File: config.mk
export PLATFORM = sky130hd
export DESIGN_NAME = fifo_wr_arb
export DESIGN_NICKNAME = d
export VERILOG_FILES = /design/src/rtl/fifo_wr_arb.sv
export SDC_FILE = /design/constraint.sdc
export NUM_CORES = 1
export LEC_CHECK = 0
export ABC_AREA = 1
export CORE_MARGIN = 3
export CORE_UTILIZATION = 40
export CTS_CLUSTER_DIAMETER = 30
export DETAILED_ROUTE_END_ITERATION = 10
export PLACE_DENSITY = 0.9
export SLEW_MARGIN = 20
export SYNTH_ARGS = -nofsm -noshare
export SYNTH_HDL_FRONTEND = slang
export SYNTH_SLANG_ARGS = --single-unit
File: constraint.sdc
create_clock -name clk -period 2.37 [get_ports clk]
set_input_delay 0.474 -clock clk [delete_from_list [all_inputs] [get_ports clk]]
set_output_delay 0.474 -clock clk [all_outputs]
set_load 0.05 [all_outputs]
File: src/rtl/fifo_wr_arb.sv
// fifo_wr_arb: round-robin write arbiter for a shared sample FIFO.
// N_SRC producers compete for the single FIFO write port. One source is
// granted at a time for a burst of up to BURST_LEN beats; accepted samples
// are forwarded one cycle later on fifo_val/fifo_data. A credit counter
// mirrors the free FIFO space so the FIFO can never be overwritten.
//
// Handshake: a beat from source i is transferred on a rising clk edge where
// src_val[i] && src_ready[i]. src_val must not depend on src_ready.
// src_ready is combinational from registered state only: it is high for
// the granted source while in BURST and at least one credit is available.
// fifo_val is a one-cycle write strobe; the FIFO has no back-pressure
// other than the credits returned through credit_ret.
module fifo_wr_arb #(
    parameter int N_SRC     = 4,
    parameter int data_wdt  = 16,
    parameter int fifo_deth = 16,
    parameter int BURST_LEN = 4
) (
    input  logic                              clk,
    input  logic                              rst,
    input  logic [N_SRC-1:0]                  src_val,
    input  logic [N_SRC*data_wdt-1:0]         src_data,
    output logic [N_SRC-1:0]                  src_ready,
    input  logic                              credit_ret,
    output logic                              fifo_val,
    output logic signed [data_wdt-1:0]        fifo_data,
    output logic [$clog2(N_SRC)-1:0]          grant_id,
    output logic                              busy,
    output logic [$clog2(fifo_deth):0]        credits
);

    localparam int GW = $clog2(N_SRC);
    localparam int CW = $clog2(fifo_deth) + 1;
    localparam int BW = $clog2(BURST_LEN + 1);

    typedef enum logic {
        IDLE  = 1'b0,
        BURST = 1'b1
    } state_t;

    state_t          state;
    logic [BW-1:0]   beat_cnt;

    logic            have_credit;
    logic            cur_val;
    logic            accept;
    logic            pick_found;
    logic [GW-1:0]   pick_id;

    assign have_credit = (credits != '0);
    assign cur_val     = src_val[grant_id];
    assign accept      = (state == BURST) && cur_val && have_credit;

    // Round-robin search: first requester after the last granted source.
    always_comb begin
        pick_found = 1'b0;
        pick_id    = grant_id;
        for (int k = 1; k <= N_SRC; k++) begin
            if (!pick_found && src_val[(int'(grant_id) + k) % N_SRC]) begin
                pick_found = 1'b1;
                pick_id    = GW'((int'(grant_id) + k) % N_SRC);
            end
        end
    end

    // Only the granted source may transfer, and only while credits remain.
    always_comb begin
        src_ready = '0;
        if (state == BURST && have_credit) begin
            src_ready[grant_id] = 1'b1;
        end
    end

    // Grant FSM: one arbitration cycle in IDLE, then a burst in BURST.
    // With no credits the burst stalls rather than releasing the grant.
    always_ff @(posedge clk) begin
        if (rst) begin
            state    <= IDLE;
            grant_id <= GW'(N_SRC - 1);
            beat_cnt <= '0;
            busy     <= 1'b0;
        end else begin
            case (state)
                IDLE: begin
                    if (pick_found && have_credit) begin
                        grant_id <= pick_id;
                        beat_cnt <= '0;
                        state    <= BURST;
                        busy     <= 1'b1;
                    end
                end
                BURST: begin
                    if (have_credit) begin
                        if (!cur_val) begin
                            state <= IDLE;
                            busy  <= 1'b0;
                        end else begin
                            beat_cnt <= beat_cnt + 1'b1;
                            if (beat_cnt == BW'(BURST_LEN - 1)) begin
                                state <= IDLE;
                                busy  <= 1'b0;
                            end
                        end
                    end
                end
                default: begin
                    state <= IDLE;
                    busy  <= 1'b0;
                end
            endcase
        end
    end

    // Forward each accepted beat one cycle later; data holds when idle.
    always_ff @(posedge clk) begin
        if (rst) begin
            fifo_val  <= 1'b0;
            fifo_data <= '0;
        end else begin
            fifo_val <= accept;
            if (accept) begin
                fifo_data <= src_data[grant_id*data_wdt +: data_wdt];
            end
        end
    end

    // Free-slot counter: spend on accept, refund on credit_ret, saturate at depth.
    always_ff @(posedge clk) begin
        if (rst) begin
            credits <= CW'(fifo_deth);
        end else begin
            case ({accept, credit_ret})
                2'b10: credits <= credits - 1'b1;
                2'b01: begin
                    if (credits != CW'(fifo_deth)) begin
                        credits <= credits + 1'b1;
                    end
                end
                default: ;
            endcase
        end
    end

endmodule

== Word level (Yosys, flattened, before mapping) ==
Index checks and enable logic that the tools add are counted.

* $add $sub $neg: 7
* Order comparisons: 6
* Eq/ne operators: 9
* Shifts and indexed selects: 1
* Multiplexer cells: 41
* Bitwise operators: 5
* Reductions and logical operators: 22

{| class="wikitable"
|+ Operators with widths
! kind !! number
|-
| 64-bit by 7-bit indexed part select with 16-bit output || 1
|-
| 1-bit 2-to-1 mux || 22
|-
| 3-bit by 4-bit less-than comparator with 1-bit output, second input constant || 4
|-
| 1-bit binary-select mux with 2-bit select || 5
|-
| 5-bit one-hot mux with 2 select lines || 1
|-
| 3-bit 2-to-1 mux || 3
|-
| 3-bit AND reduction || 3
|-
| 1-bit logical AND || 8
|-
| 2-bit 2-to-1 mux || 4
|-
| 2-bit OR reduction || 4
|-
| 3-bit one-hot mux with 2 select lines || 1
|-
| 5-bit by 1-bit adder with 5-bit output, second input constant || 1
|-
| 5-bit 2-to-1 mux || 1
|-
| 5-bit != test, second input constant || 1
|-
| 5-bit nonzero test || 1
|-
| 5-bit by 1-bit subtractor with 5-bit output, second input constant || 1
|-
| 2-bit by 1-bit adder with 2-bit output, second input constant || 2
|-
| 2-bit adder, second input constant || 2
|-
| 1-bit AND, first input constant || 4
|-
| 4-bit 2-to-1 mux || 1
|-
| 2-bit by 1-bit != test with 1-bit output, second input constant || 2
|-
| 2-bit != test, second input constant || 2
|-
| 1-bit one-hot mux with 2 select lines || 2
|-
| 4-bit nonzero test || 1
|-
| 12 further kinds || 14
|}

* Bits in registers: 29
* Bits of input ports: 71
* Word-level logic and storage cells: 98

== Longest topological paths before layout ==
Gate-level depths: netlist of the first run.

* Depth in word-level cells: 19
* Gate-level depth with buffers: 14

== Least setup slack after synthesis of the first run ==
No wires, ideal clock.

* Path type: register to output
* Start point: register grant_id[1]
* End point: output port src_ready[1]
* Arrival time: 2,019 ps
* Setup slack: -123 ps
* Cell stages (with the launch flop): 7
* Buffers on the path: 2
* Cells stage by stage: dfxtp_1 > inv_1 > buf_2 > buf_1 > ha_1 > inv_1 > nor2_1

* Longest elaborated chain between the ends: 5
* Elaborated cells on any way between the ends: 6

{| class="wikitable"
|+ Ends and longest elaborated chain
! element !! line !! RTL
|-
| start: declaration || 27 || <nowiki>output logic [$clog2(N_SRC)-1:0] grant_id,</nowiki>
|-
| start signal: assignment || 79 || <nowiki>grant_id <= GW'(N_SRC - 1);</nowiki>
|-
| start signal: assignment || 86 || <nowiki>grant_id <= pick_id;</nowiki>
|-
| 2-bit by 3-bit less-than comparator with 1-bit output (not written as such) / 2-bit by 1-bit greater-or-equal comparator with 1-bit output (equally long branches) || 70 || <nowiki>src_ready[grant_id] = 1'b1;</nowiki>
|-
| 1-bit logical AND (not written as such) || 70 ||
|-
| 1-bit 2-to-1 mux (not written as such) || 70 ||
|-
| 1-bit demux with 2-bit select (*) || 70 ||
|-
| 4-bit 2-to-1 mux (*) || 69 || <nowiki>if (state == BURST && have_credit) begin</nowiki>
|-
| end: declaration || 23 || <nowiki>output logic [N_SRC-1:0] src_ready,</nowiki>
|}

Mark *: on every way between the ends. The rest lies on a longest branch, timed or not.

== Worst setup path after layout of the first run ==
* Start point: input port src_val[2]
* End point: register credits[4]

* Longest elaborated chain between the ends: 7
* Elaborated cells on any way between the ends: 10

{| class="wikitable"
|+ Ends and longest elaborated chain
! element !! line !! RTL
|-
| start: declaration || 21 || <nowiki>input logic [N_SRC-1:0] src_val,</nowiki>
|-
| 1-bit binary-select mux with 2-bit select (*) || 51 || <nowiki>assign cur_val = src_val[grant_id];</nowiki>
|-
| 1-bit 2-to-1 mux (not written as such) (*) || 51 ||
|-
| 1-bit logical AND (*) (2 in series) || 52 || <nowiki>assign accept = (state == BURST) && cur_val && have_credit;</nowiki>
|-
| 2-bit by 1-bit equality test with 1-bit output / 2-bit equality test (equally long branches) || 132 || <nowiki>case ({accept, credit_ret})</nowiki>
|-
| 2-bit != test (no line) / 2-bit nonzero test (equally long branches) || n/a ||
|-
| 2-bit AND reduction (no line) || n/a ||
|-
| end signal: assignment || 130 || <nowiki>credits <= CW'(fifo_deth);</nowiki>
|-
| end signal: assignment || 133 || <nowiki>2'b10: credits <= credits - 1'b1;</nowiki>
|-
| end signal: assignment || 136 || <nowiki>credits <= credits + 1'b1;</nowiki>
|-
| end: declaration || 29 || <nowiki>output logic [$clog2(fifo_deth):0] credits</nowiki>
|}

Mark *: on every way between the ends. The rest lies on a longest branch, timed or not. The select of a mux whose other input is x is not followed.
A chain may end at the register's enable or synchronous reset.

==> Implementation_results.wiki, run 1 <==
{| class="wikitable"
! Metric !! Value
|-
| CP max stage delay || 0.43 ns
|-
| Placed Instances || 463
|-
| Cell chosen for the clock root || clkbuf_8
|-
| Net load switching power || about 2.1 mW
|-
| Leading area contributor after synthesis || dfxtp_1
|-
| Yosys synthesis warning count || 0
|-
| Max-Cap Viols || 0
|-
| Layout Nets || 486
|-
| Total die area || ~0.0058 mm^2
|-
| Top_reg_cell synth || dfxtp_1
|-
| Routability-driven placement congestion ratio || between 0.8 and 0.9
|-
| Final Hold Violating Endpoints || 0
|-
| Count of boundary I/O pins || 100
|-
| Number of diodes added for antenna fixing || 0
|-
| Setup skew after layout || 0.00827 ns
|-
| Total Power || 4.05 mW
|-
| Global routing usage summed across all routing layers || about 20%
|-
| First-pass GRT wire length || 9560 um
|-
| Number of buffer cells added on primary ports || a little under 100
|-
| Largest vdd supply drop || 0.582 mV
|-
| Total nets after synthesis || 384
|-
| Die width || 75.9 um
|-
| DR pass1 iterations || 4
|-
| Proportion of power drawn by the clock network || under 10%
|-
| Combinational cell fraction of total power || between 60% and 70%
|-
| Upper clock frequency limit || 441 MHz
|-
| H-tree levels || 2
|-
| Outcome || finished, final reports clean
|-
| Top-area cell type share of the netlist area || between 20% and 30%
|-
| Area of all placed cells without fillers || roughly 0.0031 mm^2
|-
| List of most frequent post-synthesis cells || nor2_1 (79), o21ai_0 (42), nand2_1 (36)
|-
| Clk pin slew, worst setup/hold paths || 0.07 ns
|-
| Count of nets left with antenna violations after detail routing || 0
|-
| Sequential area share after synthesis || 29.7%
|-
| Peak fanout along the critical path || 3
|-
| Finish-stage setup viols || 0
|-
| Critical path endpoint category || flop
|-
| Pre-CTS setup slack || -0.216 ns
|-
| Share of layout cells above drive strength 1 || 9.11%
|-
| Period utilization || 95.7%
|-
| Chip Height || around 76 um
|-
| Avg Synthesized Cell Area || 6.46 um^2
|-
| Flops & latches, synth || 29
|-
| Worst-case setup margin in the final layout || 0.102 ns
|-
| Crit path cell chain || clkdlybuf4s50_1 -> nand2_1 -> nand3_1 -> nand2_4 -> nor2_8 -> nor2_4 -> inv_2 -> ha_1 -> a21oi_1 -> o21ai_1 -> nand3b_1 -> nand3_1 -> nand3_1
|-
| Most frequent cell after synthesis || nor2_1
|-
| HPWL Detailed || ~4700 um
|-
| Tightest Hold Check Type || reg2reg
|-
| Cell internal power dissipation || 1.93 mW
|-
| Number of global-route vias before repair || 2119
|-
| Worst EP required || 2.53 ns
|-
| Cell types with the largest area share after synthesis || dfxtp_1 (30%), nor2_1 (15%), o21ai_0 (11%)
|-
| Sum of routed wire length over all layers || 6190 um
|-
| Switching share of total power || 52.3%
|-
| CP max stage cell || clkdlybuf4s50_1
|-
| CTS tree || yes
|-
| Netlist area before placement || between 0.0015 and 0.002 mm^2
|-
| Standard-cell rows || 24
|-
| Maximum number of pins on one net before global-route repair || 36
|-
| Filler cell count || 382
|-
| Startpoint kind of the worst setup timing path || primary input
|-
| Initial antenna violation count || 0
|-
| Worst-case headroom to the max-slew limit || 62.2%
|-
| Overflow after GRT || 0
|-
| Core outline area || 0.00453 mm^2
|-
| TritonCTS Sinks || 29
|-
| Area growth from synthesis to layout || 60.8%
|-
| Number of violations reported at the end of detailed-routing iteration 0 || 152
|-
| Drt drc || 0
|-
| Post-synth EDFFs || 0
|-
| Leakage || about 1.3 nW
|-
| Final worst hold slack || 0.473 ns
|-
| TritonCTS buffer count || 5
|-
| Shortest period the worst path allows || 2.27 ns
|-
| Ratio of routed vias to standard cells || approximately 5.1
|-
| Max-slew violation count || 0
|-
| Buffers plus inverters on the worst setup path || 2
|-
| Gate count of the mapped netlist || 303
|-
| Power density over the cells || 1290 mW/mm^2
|-
| CTS Hold Bufs || 0
|-
| Initial standard-cell utilization of the core || a little over two fifths
|-
| Number of distinct library cells after synthesis || 28
|-
| Count of placed standard cells in the final layout, fillers left out || 471
|-
| Average wire per standard cell || 13.1 um
|-
| Post-Route Setup TNS || 0 ns
|-
| Via total after detailed routing || 2379
|-
| Measured slew at the worst slew-check pin || roughly 0.56 ns
|-
| CP dominant cell by count || nand3_1
|-
| Area after DPL || just over 0.003 mm^2
|-
| Final core occ || 69.4%
|-
| Crit path kind || in2reg
|-
| Number of setup buffers added after CTS || 0
|-
| CTS max path bufs || 2
|-
| Sequential share of power || 20.7%
|-
| Worst-skew pair later-pin latency || between 0.2 and 0.3 ns
|-
| Critical Path AT || 2.43 ns
|-
| Async set-or-reset flop fraction in the synthesized netlist || 0%
|-
| CP delay by family, top || simple AND/OR/NAND/NOR gates
|}
[worst min-delay path, cell delays in order (launching register included)]
cell and delay [ns]:
dfxtp_1 0.31, nand2_1 0.06, a21oi_1 0.05
[timing repair]
action                                 4_1_cts  5_1_grt
setup endpoints to repair                    0        2
endpoints found under the hold margin        0        0
resized for setup                            0        4
[power groups by stage]
stage | logic (mW) | registers, mW | clock network (mW)
2_1_floorplan | 1.39 | 1.38 | 0
3_3_place_gp | 2.71 | 0.832 | 0
3_5_place_dp | 2.79 | 0.842 | 0
4_1_cts | 2.79 | 0.833 | 0.400
5_1_grt | 3.06 | 0.866 | 0.423
6_report | 2.82 | 0.839 | 0.392
[sequential cells by signal, summed over array words and instances (netlist names)]
name and flops:
fifo_data 16, credits 5, beat_cnt 3, grant_id 2, busy 1, fifo_val 1, state 1
[metal layers]
metal  part of all wire (%)  vias up  global-route usage, %
met5                      0        -                      0
li1                       -     1213                      -
met2                     50      101                   34.8
met4                    1.8        0                   8.15
met3                    8.2       11                   6.75
met1                     40     1054                   22.7
[area by class of cell]
type / instances / area (um^2) / share of cell area (%)
multi-input combinational: 239 / 1230 / 39.2
timing repair buffer: 111 / 1090 / 34.8
sequential: 29 / 586 / 18.6
tap: 65 / 81.3 / 2.58
clock buffer: 8 / 80.1 / 2.54
inverter: 19 / 71.3 / 2.27
[logic make-up after synthesis]
| family | synth area share [%] |
|---|---|
| AND/OR/NAND/NOR | 32.5 |
| AO/OA/AOI/OAI | 22.0 |
| buffers and inverters | 8.12 |
| flip-flops | 29.7 |
| adder cells (fa/ha/maj) | 6.78 |
| XOR/XNOR | 0.895 |
[final timing paths]
path / startpoint / endpoint / slack, ns / cells after the start
hold / removal: busy / busy / 0.47 / 2
hold reg to reg: busy / busy / 0.47 / 2
setup / recovery: src_val[2] / credits[4] / 0.10 / 13
setup reg to reg: credits[0] / credits[4] / 0.20 / 12
[cell usage in the layout, fill, tap and decap left out, drive strengths merged, types with 2 or more instances in the layout]
cell type	instances
nand3b	2
inv	19
nand3	19
nand4	2
clkbuf	8
ha	9
a21oi	10
xor2	2
clkdlybuf4s50	94
o21ai	53
a31oi	16
nand2	41
dfxtp	29
buf	17
nor2	81
Note: power is estimated with default switching activity, not from simulation.
==> inputs of run 2 (changes only) <==
--- a/config.mk
+++ b/config.mk
@@ -10,6 +10,7 @@
 export CORE_UTILIZATION = 40
 export CTS_CLUSTER_DIAMETER = 30
 export DETAILED_ROUTE_END_ITERATION = 10
+export GPL_TIMING_DRIVEN = 0
 export PLACE_DENSITY = 0.9
 export SLEW_MARGIN = 20
 export SYNTH_ARGS = -nofsm -noshare
==> run 2 against run 1 <==
Compared with the run above:
- flip-flop and latch count is the same
- global-route usage grew 1.6 points
- wire length grew 5.6%
- first-iteration DRC count shrank 16%
- clock skew is essentially flat
- sequential share of layout area shrank 0.50 points
- critical path depth shrank 7
- largest cell class unchanged
- highest routed layer unchanged
==> Implementation_results.wiki, run 2 (same netlist as run 1, synthesis figures left out) <==
{| class="wikitable"
! Metric !! Value
|-
| Filler cell count || 361 (-5.5%)
|-
| Number of global-route vias before repair || 2175 (+2.6%)
|-
| Worst EP required || 1.90 ns (-0.63 ns)
|-
| First-pass GRT wire length || 10300 um (+7.4%)
|-
| Biggest register || fifo_data
|-
| TritonCTS Sinks || 29 (unchanged)
|-
| Shortest period the worst path allows || 2.23 ns (-0.0416 ns)
|-
| Total die area || 0.00577 mm^2 (unchanged)
|-
| Power density over the cells || 1320 mW/mm^2 (+2.7%)
|-
| Count of nets left with antenna violations after detail routing || 0 (unchanged)
|-
| Most common cell after layout, fill and taps aside || clkdlybuf4s50_1
|-
| Initial standard-cell utilization of the core || 43.2% (unchanged)
|-
| Largest register FFs || 16 (unchanged)
|-
| Worst-case setup margin in the final layout || 0.144 ns (+0.0416 ns)
|-
| Upper clock frequency limit || 449 MHz (+1.9%)
|-
| DR pass1 iterations || 5 (+1)
|-
| Setup skew after layout || 0.00832 ns (+0.0000568 ns)
|-
| Standard-cell rows || 24 (unchanged)
|-
| Placed Instances || 467 (+0.86%)
|-
| Most Crowded Layer GR || met2
|-
| Global Route met2 Usage || 39.3% (+4.5 points)
|-
| Overflow after GRT || 0 (unchanged)
|-
| Finish-stage setup viols || 0 (unchanged)
|-
| Clk pin slew, worst setup/hold paths || 0.06 ns (about the same)
|-
| Chip Height || 75.9 um (unchanged)
|-
| Final core occ || 71.0% (+1.6 points)
|-
| Initial antenna violation count || 0 (unchanged)
|-
| Worst-skew pair later-pin latency || 0.28 ns (about the same)
|-
| Leakage || 1.35 nW (+1.6%)
|-
| Die width || 75.9 um (unchanged)
|-
| Sum of routed wire length over all layers || 6540 um (+5.6%)
|-
| Measured slew at the worst slew-check pin || 0.546 ns (-0.0187 ns)
|-
| HPWL Detailed || 5000 um (+5.6%)
|-
| Maximum number of pins on one net before global-route repair || 21 (-42%)
|-
| Max-Cap Viols || 0 (unchanged)
|-
| Global routing usage summed across all routing layers || 21.8% (+1.6 points)
|-
| H-tree levels || 2 (unchanged)
|-
| Drt drc || 0 (unchanged)
|-
| Critical Path AT || 1.75 ns (-0.68 ns)
|-
| Met1 Track Usage GR || 25.1% (+2.4 points)
|-
| Area of all placed cells without fillers || 0.00322 mm^2 (+2.3%)
|-
| Number of violations reported at the end of detailed-routing iteration 0 || 128 (-16%)
|-
| Largest regs || fifo_data: 16 flops, credits: 5 flops, beat_cnt: 3 flops
|-
| Post-Route Setup TNS || 0 ns (unchanged)
|-
| Startpoint kind of the worst setup timing path || flop
|-
| RSZ-0062 raised after global routing || no
|-
| Number of buffer cells added on primary ports || 99 (unchanged)
|-
| Final Hold Violating Endpoints || 0 (unchanged)
|-
| Via total after detailed routing || 2409 (+1.3%)
|-
| Number of diodes added for antenna fixing || 0 (unchanged)
|-
| Layout Nets || 492 (+1.2%)
|-
| Area growth from synthesis to layout || 64.5%
|-
| Period utilization || 93.9% (-1.8 points)
|-
| CTS max path bufs || 2 (unchanged)
|-
| Peak fanout along the critical path || 11 (+8)
|-
| Area after DPL || 0.00304 mm^2 (-0.49%)
|-
| Worst-case headroom to the max-slew limit || 63.5% (+1.3 points)
|-
| Count of boundary I/O pins || 100 (unchanged)
|-
| Largest vdd supply drop || 0.631 mV (+8.4%)
|-
| Critical path endpoint category || output port
|-
| CTS tree || yes
|-
| Crit path kind || reg2out
|-
| TritonCTS buffer count || 5 (unchanged)
|-
| Pre-CTS setup slack || -0.400 ns (-0.184 ns)
|-
| Average wire per standard cell || 13.7 um (+4.3%)
|-
| Most frequent cells in the layout || clkdlybuf4s50_1 (95), nor2_1 (77), o21ai_0 (41)
|-
| CTS Hold Bufs || 0 (unchanged)
|-
| Core outline area || 0.00453 mm^2 (unchanged)
|-
| Cell chosen for the clock root || clkbuf_8
|-
| Share of layout cells above drive strength 1 || 10.4% (+1.3 points)
|-
| Count of placed standard cells in the final layout, fillers left out || 477 (+1.3%)
|-
| Outcome || finished, final reports clean
|-
| Global Route met3 Usage || 5.69% (-1.1 points)
|-
| Routability-driven placement congestion ratio || 0.887 (+5.2%)
|-
| Ratio of routed vias to standard cells || 5.05 (about the same)
|-
| Tightest Hold Check Type || reg2reg
|-
| Max-slew violation count || 0 (unchanged)
|}
[run 2: changes by cell type in the layout (fill, tap and decap cells not counted), sizes merged]
| cell | before | now |
|---|---|---|
| buf | 17 | 13 |
| bufinv | 0 | 1 |
| clkbuf | 8 | 12 |
| clkdlybuf4s15 | 0 | 3 |
| clkdlybuf4s50 | 94 | 95 |
| dlygate4sd2 | 0 | 1 |
[run 2: worst paths after layout]
check	startpoint	cells after the start	slack (ns)	to
max	grant_id[0]	6	0.14	src_ready[2]
min	beat_cnt[0]	1	0.46	beat_cnt[0]
max reg2reg	grant_id[1]	13	0.24	credits[4]
min reg2reg	beat_cnt[0]	1	0.46	beat_cnt[0]
[run 2: critical path, stage by stage, from the launching register on]
cell and delay [ns]:
dfxtp_2 0.36, inv_2 0.15, clkbuf_2 0.27, ha_1 0.18, inv_1 0.04, nor2_1 0.09
clkdlybuf4s15_2 0.38
[run 2: per-layer routing]
| metal | up-vias | wire, um |
|---|---|---|
| li1 | 1228 | - |
| met2 | 107 | 3280 |
| met1 | 1059 | 2610 |
| met4 | 0 | 113 |
| met3 | 15 | 537 |
| met5 | - | 0 |
[run 2: repair_timing]
action / CTS / global route
endpoints found under the setup margin: 8 / 4
buffers inserted: 0 / 3
pin swaps: 0 / 2
resized for setup: 12 / 8
[run 2: where the power goes]
group	switching, mW	internal [mW]	total [mW]
clock network	0.187	0.342	0.530
registers	0.141	0.687	0.828
logic	1.86	1.04	2.90
total	2.19	2.07	4.26
[run 2: layout make-up]
cell class | instances | area (um^2) | share of cell area (%)
Inverter | 19 | 71.3 | 2.22
Multi-Input combinational cell | 239 | 1260 | 39.3
Tap cell | 65 | 81.3 | 2.53
Buffer | 15 | 87.6 | 2.72
Timing Repair Buffer | 102 | 1020 | 31.6
Sequential cell | 29 | 583 | 18.1
Clock inverter | 1 | 30.0 | 0.933
Clock buffer | 7 | 86.3 | 2.68
[run 2: stage by stage]
step	power (mW)	hold WS [ns]
5_1_grt	4.56	0.489
3_5_place_dp	3.59	0.456
2_1_floorplan	2.77	0.432
4_1_cts	4.14	0.467
3_3_place_gp	3.51	0.450
6_report	4.26	0.463
==> inputs of run 3 (changes only) <==
--- a/config.mk
+++ b/config.mk
@@ -7,11 +7,13 @@
 export LEC_CHECK = 0
 export ABC_AREA = 1
 export CORE_MARGIN = 3
-export CORE_UTILIZATION = 40
+export CORE_UTILIZATION = 36
 export CTS_CLUSTER_DIAMETER = 30
+export CTS_CLUSTER_SIZE = 12
 export DETAILED_ROUTE_END_ITERATION = 10
+export GPL_ROUTABILITY_DRIVEN = 0
 export GPL_TIMING_DRIVEN = 0
-export PLACE_DENSITY = 0.9
+export PLACE_DENSITY = 0.86
 export SLEW_MARGIN = 20
 export SYNTH_ARGS = -nofsm -noshare
 export SYNTH_HDL_FRONTEND = slang
==> constraint.sdc (replaced) <==
create_clock -name clk -period 1.8 [get_ports clk]
set_input_delay 0.36 -clock clk [delete_from_list [all_inputs] [get_ports clk]]
set_output_delay 0.36 -clock clk [all_outputs]
set_load 0.05 [all_outputs]
==> run 3 against run 2 <==
Compared with the run above:
- the flow now finishes with violations (negative setup slack)
- clock skew up 0.0032 ns
- hold slack better by 0.0044 ns
- non-clock buffer count up 35
- first-iteration DRC count up 48%
- cell count up 8.4%
==> Implementation_results.wiki, run 3 (same netlist as run 1, synthesis figures left out) <==
{| class="wikitable"
! Metric !! Value
|-
| Clk pin slew, worst setup/hold paths || 0.07 ns (about the same)
|-
| Tightest Hold Check Type || reg2reg
|-
| Sequential share of power || 18.1% (-1.4 points)
|-
| Finish-stage setup viols || 9 (+9)
|-
| Worst-skew pair later-pin latency || 0.29 ns (about the same)
|-
| Initial standard-cell utilization of the core || 37.8% (-5.3 points)
|-
| HPWL Detailed || 5310 um (+6.3%)
|-
| RSZ-0062 raised after global routing || yes
|-
| TritonCTS Sinks || 29 (unchanged)
|-
| Worst-case headroom to the max-slew limit || 60.6% (-2.9 points)
|-
| Cell chosen for the clock root || clkbuf_8
|-
| Final core occ || 71.9% (+0.92 points)
|-
| Max-slew violation count || 0 (unchanged)
|-
| Placed Instances || 472 (+1.1%)
|-
| Max-Cap Viols || 0 (unchanged)
|-
| Core outline area || 0.00517 mm^2 (+14%)
|-
| Via total after detailed routing || 2712 (+13%)
|-
| Switching share of total power || 51.6% (+0.24 points)
|-
| Drt drc || 0 (unchanged)
|-
| Critical Path AT || 2.10 ns (+0.35 ns)
|-
| CTS tree || yes
|-
| Leakage || 1.74 nW (+29%)
|-
| First-pass GRT wire length || 11700 um (+14%)
|-
| Layout Nets || 527 (+7.1%)
|-
| Count of placed standard cells in the final layout, fillers left out || 517 (+8.4%)
|-
| Power density over the cells || 1710 mW/mm^2 (+30%)
|-
| Largest register FFs || 16 (unchanged)
|-
| Area of all placed cells without fillers || 0.00372 mm^2 (+16%)
|-
| Critical path endpoint category || flop
|-
| Period utilization || 108%
|-
| Worst-case setup margin in the final layout || -0.136 ns (-0.280 ns)
|-
| DR pass1 iterations || 5 (unchanged)
|-
| Proportion of power drawn by the clock network || 8.2% (-4.2 points)
|-
| Measured slew at the worst slew-check pin || 0.592 ns (+0.0453 ns)
|-
| Number of diodes added for antenna fixing || 0 (unchanged)
|-
| Peak fanout along the critical path || 5 (-6)
|-
| Biggest register || fifo_data
|-
| Most common cell after layout, fill and taps aside || nor2_1
|-
| Global routing usage summed across all routing layers || 23.8% (+2.0 points)
|-
| Shortest period the worst path allows || 1.94 ns
|-
| Crit path kind || reg2reg
|-
| Count of boundary I/O pins || 100 (unchanged)
|-
| Share of layout cells above drive strength 1 || 25.1% (+15 points)
|-
| CTS Hold Bufs || 0 (unchanged)
|-
| Average wire per standard cell || 15.5 um (+13%)
|-
| Worst EP required || 1.97 ns (+0.07 ns)
|-
| Sum of routed wire length over all layers || 8020 um (+23%)
|-
| Chip Height || 79.7 um (+5.0%)
|-
| Standard-cell rows || 26 (+8.3%)
|-
| Number of global-route vias before repair || 2586 (+19%)
|-
| Maximum number of pins on one net before global-route repair || 12 (-43%)
|-
| Area after DPL || 0.00316 mm^2 (+4.2%)
|-
| Overflow after GRT || 0 (unchanged)
|-
| Area growth from synthesis to layout || 90.1%
|-
| Count of nets left with antenna violations after detail routing || 0 (unchanged)
|-
| Number of buffer cells added on primary ports || 99 (unchanged)
|-
| Cell internal power dissipation || 3.08 mW (+49%)
|-
| Final Hold Violating Endpoints || 0 (unchanged)
|-
| Violated checks || negative setup slack
|-
| Combinational cell fraction of total power || 73.7% (+5.6 points)
|-
| Net load switching power || 3.29 mW (+50%)
|-
| H-tree levels || 2 (unchanged)
|-
| Upper clock frequency limit || 516 MHz
|-
| Number of violations reported at the end of detailed-routing iteration 0 || 190 (+48%)
|-
| Outcome || finished, violations left
|-
| Worst reg2reg setup slack || -0.14 ns (-0.38 ns)
|-
| Largest regs || fifo_data: 16 flops, credits: 5 flops, beat_cnt: 3 flops
|-
| TritonCTS buffer count || 5 (unchanged)
|-
| Startpoint kind of the worst setup timing path || flop
|-
| Setup skew after layout || 0.0115 ns (+0.00316 ns)
|-
| Most frequent cells in the layout || nor2_1 (74), clkdlybuf4s50_1 (70), o21ai_0 (40)
|-
| CTS max path bufs || 2 (unchanged)
|-
| Ratio of routed vias to standard cells || 5.25 (+3.9%)
|-
| Final worst hold slack || 0.467 ns (+0.00442 ns)
|-
| Initial antenna violation count || 0 (unchanged)
|-
| Die width || 79.7 um (+5.0%)
|-
| Total die area || 0.00636 mm^2 (+10%)
|-
| Largest vdd supply drop || 0.845 mV (+34%)
|}
## run 3: changes by cell type in the layout (fill, tap and decap cells not counted), moves of 5 or more
cell	before	now
buf_4	4	33
clkdlybuf4s50_1	95	70
dlygate4sd2_1	1	15
dlymetal6s2s_1	0	10
buf_6	2	11
nand2_1	36	28
dfxtp_4	0	7
dfxtp_1	27	22
inv_1	17	12
nand2_2	2	7
nand3_1	18	13
## run 3: stage by stage
step | setup slack [ns] | power, mW | setup TNS [ns]
2_1_floorplan | -0.163 | 3.85 | -0.299
3_3_place_gp | -0.593 | 4.85 | -3.41
3_5_place_dp | -0.635 | 4.98 | -4.26
4_1_cts | -0.130 | 5.89 | -0.287
5_1_grt | -0.247 | 6.77 | -1.44
6_report | -0.136 | 6.37 | -0.626
## run 3: timing repair
item / in CTS / in global routing
resized for setup: 63 / 35
setup endpoints to repair: 25 / 24
pin swaps: 12 / 9
setup buffers: 23 / 14
## run 3: critical path, stage by stage (launching register included)
cell      delay [ns]
dfxtp_4         0.38
buf_6           0.13
nand2_4         0.06
nand3_4         0.06
nand2_4         0.10
nor2_8          0.05
nor2_4          0.16
inv_4           0.08
ha_4            0.30
nand2_2         0.05
o21ai_2         0.12
nand3b_1        0.14
nand2_1         0.06
nand2_1         0.05
nand3_1         0.06
## run 3: final timing paths
check | start | end | depth (start not counted)
worst min register to register | busy | busy | 2
worst min-delay path | busy | busy | 2
worst max-delay path | grant_id[0] | credits[4] | 14
worst max register to register | grant_id[0] | credits[4] | 14
## run 3: power by group through the flow
stage	sequential, mW	clock (mW)	combinational, mW
global placement	1.14	0	3.70
detailed placement	1.16	0	3.81
finish	1.15	0.524	4.69
floorplan	1.88	0	1.98
CTS	1.16	0.527	4.21
global route	1.19	0.556	5.03
## run 3: per-layer routing
metal,vias to the layer above,global-route usage (%),wire (um),part of all wire [%]
met4,0,11.7,306,3.8
li1,1301,-,-,-
met2,143,42.6,4120,51
met5,-,0,0,0
met3,27,6.55,692,8.6
met1,1241,25.4,2900,36
## run 3: final cells by class
cell class | count | area [um^2]
Fill cell | 377 | 1450
Multi-Input combinational cell | 239 | 1430
Timing Repair Buffer | 136 | 1290
Sequential cell | 29 | 607
Buffer | 16 | 140
Tap cell | 70 | 87.6
Inverter | 19 | 81.3
Clock buffer | 7 | 76.3
Clock inverter | 1 | 3.75
==> patch: new RTL, config.mk and constraints of run 3 <==
Reset style: asynchronous (`rst`), changed in 3 clocked blocks.
--- a/src/rtl/fifo_wr_arb.sv
+++ b/src/rtl/fifo_wr_arb.sv
@@ -75,3 +75,3 @@
     // With no credits the burst stalls rather than releasing the grant.
-    always_ff @(posedge clk) begin
+    always_ff @(posedge clk or posedge rst) begin
         if (rst) begin
@@ -114,3 +114,3 @@
     // Forward each accepted beat one cycle later; data holds when idle.
-    always_ff @(posedge clk) begin
+    always_ff @(posedge clk or posedge rst) begin
         if (rst) begin
@@ -127,3 +127,3 @@
     // Free-slot counter: spend on accept, refund on credit_ret, saturate at depth.
-    always_ff @(posedge clk) begin
+    always_ff @(posedge clk or posedge rst) begin
         if (rst) begin
Function: differs if rst is asserted again (counterexample within 4 cycles, from zero or initial values and one cycle with rst high); with rst held inactive, the same outputs for 4 cycles.
==> patch against run 3 <==
  * The flow still finishes with violations (setup timing)
  * Non-clock buffer count down 11
  * Sequential power grew 13%
  * Via count shrank 2.0%
  * Total power rose by 33%
  * Area after synthesis grew 10%
  * Wire length grew 3.0%
  * Critical path depth up 6
  * Sequential cell count stayed put
  * Setup slack worse by 0.34 ns
  * Synthesized cell count rose by 0.99%
  * Sequential share of layout area rose by 2.6 points
  * Cell area is 4.4% higher
  * Largest cell class unchanged
  * Highest routed layer unchanged
==> patch: results (changes against run 3) <==
| Metric | Value |
|---|---|
| Status | finished with violations (unchanged) |
| Failing checks | setup timing (unchanged) |
| Commonest cells post-synth | 89 x nor2_1, 40 x nand2_1, 34 x o21ai_0 (was 79 x nor2_1, 42 x o21ai_0, 36 x nand2_1) |
| Critical Path AT | 2.50 ns (was 2.10 ns) |
| Met1 usage in global routing | 24.6% (was 25.4%) |
| Root buffer cell | clkbuf_8 (unchanged) |
| Initial antenna violation count | 0 (unchanged) |
| CTS Buf Count | 5 (unchanged) |
| Vias in the first global route | 2645 (was 2586) |
| Area contributors post-synth | dfrtp_1 30%, nor2_1 15%, o21ai_0 7.9% (was dfxtp_1 30%, nor2_1 15%, o21ai_0 11%) |
| Final setup fails | 15 (was 9) |
| Crit path max fanout | 4 (was 5) |
| Cell family with most CP delay | simple AND/OR/NAND/NOR gates (unchanged) |
| Prevailing post-synth register cell | dfrtp_1 (was dfxtp_1) |
| Share of layout cells above drive strength 1 | 29.3% (was 25.1%) |
| Cell variety after synth | 28 (unchanged) |
| R2R depth | 20 (was 14) |
| Clock Latency Late Sink | 0.28 ns |
| GR Util met2 | 40.4% (was 42.6%) |
| Largest regs | fifo_data x16, credits x5, beat_cnt x3 (unchanged) |
| Seq/Total Area, Yosys | 33.8% (was 29.7%) |
| Worst Hold Class | in -> async (was reg -> reg) |
| Max clock buf depth | 2 (unchanged) |
| Final WL | 8260 um (was 8020 um) |
| DR iter-0 viols | 170 (was 190) |
| H-tree levels | 2 (unchanged) |
| # nets final | 520 (was 527) |
| Met3 usage | 4.64% (was 6.55%) |
| DR pass1 iterations | 4 (was 5) |
| CP max stage delay | 0.55 ns (was 0.38 ns) |
| Pin count of the biggest net entering global routing | 30 (was 12) |
| Critical R2R Capture | credits[4] (unchanged) |
| Post-Syn Nets | 387 (was 384) |
| First-pass GRT wire length | 12600 um (was 11700 um) |
| Filler Cell Count | 411 (was 377) |
| GRT Overall Usage | 22.2% (was 23.8%) |
| Worst slew margin | 58.3% (was 60.6%) |
| Peak VDD IR | 0.000903 V (was 0.000845 V) |
| Final setup margin | -0.474 ns (was -0.136 ns) |
| Routed vias/inst | 5.19 (was 5.25) |
| HPWL after DPL | 5340 um (was 5310 um) |
| Count of input and output buffers | 99 (unchanged) |
| Leak Pwr | 1.77 nW (was 1.74 nW) |
| CP startpoint | grant_id[0] (unchanged) |
| Clk pin slew, worst setup/hold paths | 0.07 ns (about the same) |
| Diodes inserted | 0 (unchanged) |
| Clock skew | 0.00724 ns (was 0.0115 ns) |
| Most flop-heavy register | fifo_data (unchanged) |
| Crit-path slowest cell | dfstp_2 (was dfxtp_4) |
| Syn. warnings | 0 (unchanged) |
| Asr flop ratio synth | 100% (was 0%) |
| Hold violation count in the final report | 0 (unchanged) |
[patch: per-layer routing]
metal / wire, um / vias up
met5: 0 / -
met4: 342 / 0
met3: 587 / 33
met2: 4240 / 119
met1: 3090 / 1244
li1: - / 1263
[patch: worst max-delay path by stage]
stage                            end  slack, ns  cells after the start
after floorplan           credits[4]      -0.68                     20
after global placement    credits[4]      -0.85                     20
after detailed placement  credits[4]      -0.92                     20
after CTS                 credits[4]      -0.46                     20
after global routing      credits[4]      -0.59                     20
final                     credits[4]      -0.47                     20
[patch: cell families after synthesis]
group                      share of synthesized area, %
and+or+nand+nor                                    35.2
AOI/OAI and AO/OA                                  14.6
buffers and inverters                              8.74
DFF                                                33.8
adders and majority gates                          6.14
xor gates and xnor gates                           1.56
[patch: power breakdown]
part	leakage (nW)	switching, mW	internal [mW]
combinational	1.40	4.06	2.59
clock	0.0395	0.242	0.274
sequential	0.331	0.267	1.04
total	1.77	4.56	3.90
[patch: area by class of cell]
cell class                 count  area (um^2)  area share, %
multi-input combinational    236         1490           38.4
timing repair buffer         127         1210           31.1
sequential                    29          733           18.9
buffer                        14          169           4.35
inverter                      26          113           2.90
tap                           72         90.1           2.32
clock buffer                   8         80.1           2.06
[patch: repair_timing]
action,in CTS,in global routing
pin swaps,18,25
setup buffers,25,4
setup endpoints to repair,32,39
hold endpoints to repair,0,0
gates resized for setup,112,52
[patch: metrics by stage]
step                      instances  area [um^2]  setup slack, ns  TNS [ns]  hold slack, ns
after floorplan                 306         2220           -0.676     -5.55           0.436
after global placement          477         3310           -0.852     -8.08           0.505
after detailed placement        477         3310           -0.919     -8.71           0.516
after global routing            512         3880           -0.593     -6.10           0.535
after CTS                       510         3750           -0.460     -5.74           0.507
final                           512         3880           -0.474     -4.35           0.483
